**src/rtl/iscas_scan_misr.sv**
```systemverilog
// rtl/iscas_scan_misr.sv - scan-chain state register with MISR compaction of core outputs
// Optional MISR_SEED_EN adds a SEED port that loads SIG at test start (default: SIG cleared).
module iscas_scan_misr #(
  parameter int               WIDTH = 19,
  parameter int               PO_W  = 23,
  parameter int               SIG_W = 16,
  parameter logic [SIG_W-1:0] POLY  = SIG_W'(16'h8016)
) (
  input  logic               CK,
  input  logic               RN,
  input  logic [WIDTH-1:0]   D,
  output logic [WIDTH-1:0]   Q,
  input  logic [PO_W-1:0]    PO,
  input  logic               SI,
  output logic               SO,
  input  logic               TEST_REQ,
  input  logic [15:0]        NPAT,
  output logic               BUSY,
  output logic               DONE,
  output logic [SIG_W-1:0]   SIG
`ifdef MISR_SEED_EN
  ,
  input  logic [SIG_W-1:0]   SEED
`endif
);

  localparam int SCW = $clog2(WIDTH + 1);
  localparam logic [SCW-1:0] SHIFT_LAST = SCW'(WIDTH - 1);

  typedef enum logic [1:0] {
    IDLE    = 2'd0,
    SHIFT   = 2'd1,
    CAPTURE = 2'd2,
    FIN     = 2'd3
  } state_t;

  state_t           state;
  state_t           state_nx;
  logic [SCW-1:0]   shift_cnt;
  logic [SCW-1:0]   shift_cnt_nx;
  logic [15:0]      pat_cnt;
  logic [15:0]      pat_cnt_nx;
  logic [15:0]      pat_cnt_inc;
  logic [15:0]      npat_q;
  logic [15:0]      npat_nx;
  logic [WIDTH-1:0] q_r;
  logic [WIDTH-1:0] q_nx;
  logic [WIDTH-1:0] q_shift;
  logic [SIG_W-1:0] sig_r;
  logic [SIG_W-1:0] sig_nx;
  logic [SIG_W-1:0] sig_seed;
  logic [SIG_W-1:0] fold;
  logic [SIG_W-1:0] misr_nx;
  logic             busy_r;
  logic             done_r;

`ifdef MISR_SEED_EN
  assign sig_seed = SEED;
`else
  assign sig_seed = '0;
`endif

  // PO bit i folds onto signature bit (i mod SIG_W)
  always_comb begin
    fold = '0;
    for (int i = 0; i < PO_W; i++) begin
      fold[i % SIG_W] = fold[i % SIG_W] ^ PO[i];
    end
  end

  assign misr_nx     = {sig_r[SIG_W-2:0], 1'b0} ^ (sig_r[SIG_W-1] ? POLY : '0) ^ fold;
  assign q_shift     = {q_r[WIDTH-2:0], SI};
  assign pat_cnt_inc = pat_cnt + 16'd1;

  always_comb begin
    state_nx     = state;
    shift_cnt_nx = shift_cnt;
    pat_cnt_nx   = pat_cnt;
    npat_nx      = npat_q;
    q_nx         = q_r;
    sig_nx       = sig_r;
    case (state)
      IDLE: begin
        q_nx = D;
        if (TEST_REQ) begin
          npat_nx      = NPAT;
          shift_cnt_nx = '0;
          pat_cnt_nx   = '0;
          sig_nx       = sig_seed;
          state_nx     = (NPAT == 16'd0) ? FIN : SHIFT;
        end
      end
      SHIFT: begin
        q_nx         = q_shift;
        shift_cnt_nx = shift_cnt + 1'b1;
        if (shift_cnt == SHIFT_LAST) begin
          state_nx = CAPTURE;
        end
      end
      CAPTURE: begin
        q_nx       = D;
        sig_nx     = misr_nx;
        pat_cnt_nx = pat_cnt_inc;
        if (pat_cnt_inc == npat_q) begin
          state_nx = FIN;
        end else begin
          state_nx     = SHIFT;
          shift_cnt_nx = '0;
        end
      end
      FIN: begin
        q_nx     = D;
        state_nx = IDLE;
      end
      default: state_nx = IDLE;
    endcase
  end

  always_ff @(posedge CK or negedge RN) begin
    if (!RN) begin
      state     <= IDLE;
      shift_cnt <= '0;
      pat_cnt   <= '0;
      npat_q    <= '0;
      q_r       <= '0;
      sig_r     <= '0;
      busy_r    <= 1'b0;
      done_r    <= 1'b0;
    end else begin
      state     <= state_nx;
      shift_cnt <= shift_cnt_nx;
      pat_cnt   <= pat_cnt_nx;
      npat_q    <= npat_nx;
      q_r       <= q_nx;
      sig_r     <= sig_nx;
      // status flags are decoded from the next state so they align with the state register
      busy_r    <= (state_nx == SHIFT) || (state_nx == CAPTURE);
      done_r    <= (state_nx == FIN);
    end
  end

  assign Q    = q_r;
  assign SO   = q_r[WIDTH-1];
  assign SIG  = sig_r;
  assign BUSY = busy_r;
  assign DONE = done_r;

endmodule

```
**config.mk**
```make
export PLATFORM = sky130hd
export DESIGN_NAME = iscas_scan_misr
export DESIGN_NICKNAME = d
export VERILOG_FILES = /design/src/rtl/iscas_scan_misr.sv
export SDC_FILE = /design/constraint.sdc
export NUM_CORES = 1
export LEC_CHECK = 0
export BUFFER_PORTS_ARGS = -buffer_cell sky130_fd_sc_hd__clkbuf_2
export CORE_ASPECT_RATIO = 1.4
export CORE_UTILIZATION = 35
export CTS_BUF_LIST = sky130_fd_sc_hd__clkbuf_8
export DETAILED_ROUTE_END_ITERATION = 10
export GPL_TIMING_DRIVEN = 0
export SYNTH_ARGS = -nofsm -noshare
export SYNTH_HDL_FRONTEND = slang
export SYNTH_SLANG_ARGS = --single-unit
```
**constraint.sdc**
```tcl
create_clock -name CK -period 8.33 [get_ports CK]
set_clock_uncertainty 0.2 [all_clocks]
set_input_delay 0.833 -clock CK [delete_from_list [all_inputs] [get_ports CK]]
set_output_delay 0.833 -clock CK [all_outputs]
set_load 0.02 [all_outputs]
```
==> impl_metrics.yaml <==
clocking:
  postCtsHoldBufs: 0
  post_cts_buffers: 0
  cts.clk_slew.worst_paths_ps: 80
  clock_latency_ps: 360
  cts_tree: "built"
  numCtsBuffers: 9
  clockBufferDepth: 2
  clkSinkCount: 76
  ctsResizeCount: 0
  cts_root_buffer: "clkbuf_8"
  htree_levels: 3
global_route:
  overflow: 0
  grt_use_met2_pct: 31.33
  grt_max_degree: 50
  gr-usage-all-layers_pct: 17.58
  use_met3_pct: 3.723
  grt_pass1_wl_um: 16060
  grt_pass1_vias: 3216
  busiest_layer: "met2"
  grt_antenna_before_repair: 0
  grt.met1_usage_pct: 20.03
yosys:
  netlist_area_um2: 4025
  synth-edff-count: 0
  synth_nets: 444
  synth_mux_area_share_pct: 10.29
  ys_ff_latch: 76
  synth-compound-area-share_pct: 13.02
  async_reset_ff_share_pct: 100.0
  synth_simple_gate_area_share_pct: 15.29
  yosysSeqAreaShare_pct: 47.25
  synth.avg_cell_area_um2: 10.65
  synth_cell_types: 52
  synth-adder-area-share_pct: 1.243
  syn_inst: 378
  synthFlopType: "dfrtp_1"
  yosys_warnings: 0
  synth_top_family_by_area: "simple AND/OR/NAND/NOR gates"
  synth-xor-area-share_pct: 9.916
finish:
  layout.nets: 555
  syn_to_final_growth_pct: 24.22
  drive_gt1_share_pct: 35.43
  layout_commonest_cell: "clkbuf_2"
  stdcell_area_um2: 5000
  final_cell_mix: "clkbuf_2, dfrtp_1, mux2_2"
  nFillCells: 1122
  diodes: 0
die:
  ios: 100
  die_area_um2: 11940
  core_area_um2: 11280
  die_h_um: 128.9
  fp-row-count: 46
  die_x_um: 92.64
  start_util_pct: 35.68
worst_setup_path:
  regToRegSetupSlack_ps: 5280
  r2r_cells: 8
  path_class: "flip-flop to flip-flop"
  crit_arrival_ps: 3090
  start_kind: "flip-flop"
  worstPathRequired_ps: 8380
  worstSetupEndpoint: "BUSY"
  cp-startpoint: "pat_cnt[0]"
  r2r_end: "BUSY"
  r2r_start: "pat_cnt[0]"
  end_kind: "flip-flop"
  crit_path_max_fanout: 8
sta:
  finalCritPeriodShare_pct: 36.59
  setup_ws_ps: 5282
  min_period_ps: 3048
  fmax_mhz: 328.1
  setup_viol: 0
  max_slew_margin_pct: 53.30
  slew_violations: 0
  rsz0062_at_grt: "no"
  setup_tns_ps: 0
  hold_violations: 0
  worst_pin_slew_ps: 695.2
routing:
  drc_errors: 0
  viasPerCell: 5.091
  drtAntennaViolNets: 0
  wire_per_inst_um: 15.46
  drt_first_iter_violations: 212
  vias: 3248
  first_pass_iters: 4
  routed_wl_um: 9862
placed_design:
  placed_cell_area_um2: 4731
  place_ws_ps: 5306
  place_congestion: 0.8122
  numPortBuffers: 99
  dp_hpwl_um: 7549
run_status:
  status: "finished, final reports clean"
job:
  maxCapViolCount: 0
worst_hold_path:
  hold_path_class: "input port to asynchronous set/reset pin"
power_and_ir_drop:
  power.density_nw_per_um2: 340.1
  power_leakage_nw: 2.288
  peakVddDrop_mv: 0.1956
  total_power_mw: 1.701
## kinds of logic (layout without fill, tap and decap cells)
| logic type | Yosys count | after routing |
|---|---|---|
| DFF | 76 | 76 |
| muxes | 37 | 37 |
| buffers and inverters | 29 | 145 |
| adders and majority gates | 4 | 4 |
| xor gates and xnor gates | 44 | 44 |
| AOI/OAI and AO/OA | 80 | 80 |
| and+or+nand+nor | 108 | 108 |
## metal layers
metal | vias to the layer above | wire [um]
met5 | - | 0
met1 | 1573 | 3948
met2 | 82 | 5293
li1 | 1577 | -
met4 | 0 | 226
met3 | 16 | 394
## how the worst min path moves through the flow
| stage | startpoint | end | slack [ps] |
|---|---|---|---|
| after floorplan | pat_cnt[15] | pat_cnt[15] | 270 |
| after global placement | Q[12] | Q[13] | 290 |
| after detailed placement | Q[6] | Q[7] | 290 |
| after CTS | RN | npat_q[6] | 240 |
| after global routing | RN | npat_q[5] | 250 |
| final | RN | npat_q[5] | 240 |
## cells in the mapped netlist, types with 2 or more instances
| master | instances | area, um^2 |
|---|---|---|
| nor4_1 | 4 | 25.02 |
| a21oi_1 | 13 | 65.06 |
| dfrtp_1 | 76 | 1902 |
| or4_1 | 2 | 15.01 |
| nand3_1 | 8 | 40.04 |
| nor3b_1 | 3 | 22.52 |
| nand4_2 | 2 | 25.02 |
| clkbuf_1 | 16 | 60.06 |
| nand3_2 | 3 | 30.03 |
| nor3_1 | 6 | 30.03 |
| xnor2_1 | 30 | 262.8 |
| and2_1 | 2 | 12.51 |
| nand4_1 | 3 | 18.77 |
| inv_1 | 8 | 30.03 |
| a41o_1 | 2 | 20.02 |
| buf_2 | 3 | 15.01 |
| ha_1 | 4 | 50.05 |
| o21ai_0 | 23 | 115.1 |
| xor2_1 | 13 | 113.9 |
| buf_4 | 2 | 15.01 |
| o31ai_1 | 3 | 22.52 |
| a31oi_1 | 4 | 25.02 |
| nor2b_1 | 7 | 43.79 |
| and3_1 | 6 | 37.54 |
| mux2_2 | 35 | 394.1 |
| mux2i_1 | 2 | 20.02 |
| nand2b_1 | 2 | 12.51 |
| nor2_1 | 15 | 56.30 |
| o22ai_1 | 20 | 125.1 |
| nand2_1 | 34 | 127.6 |
| o21ai_2 | 2 | 17.52 |
| o21a_1 | 2 | 15.01 |
| o211ai_1 | 4 | 30.03 |
## worst max-delay path, cell delays in order (launching register included)
cell and delay [ps]:
dfrtp_1 490, ha_1 330, nand3_2 210, nor3_4 410
nand4_2 180, a2111oi_4 450, nand4_2 220, o211ai_1 180
ha_1 270
## flip-flops by register name (all words and copies together), names as in the netlist
register and cells:
DONE 1, npat_q 16, shift_cnt 5, pat_cnt 16, state 2, SIG 16, BUSY 1, Q 19
## cell type report
type	count	area (um^2)	share of cell area, %
repair buffers	100	525.5	10.51
multi-input cells	273	2003	40.07
plain buffers	21	90.09	1.802
flip-flops and latches	76	1902	38.04
clock inverters	7	145.1	2.903
inverters	8	30.03	0.6006
well taps	144	180.2	3.604
clock buffers	9	123.9	2.477
## per-stage QoR
stage          hold WS (ps)  utilization, %  std cells
4_1_cts               236.9           44.32        638
2_1_floorplan         270.1               -        378
3_5_place_dp          294.7           41.94        622
3_3_place_gp          285.4           41.67        621
5_1_grt               253.8           44.32        638
6_report              239.3           44.32        638
## power by group
group | total, mW | switching (mW) | internal [mW]
clock | 0.376 | 0.145 | 0.231
sequential | 0.632 | 0.122 | 0.510
combinational | 0.693 | 0.363 | 0.330
Power figures use the tool's default switching activity.
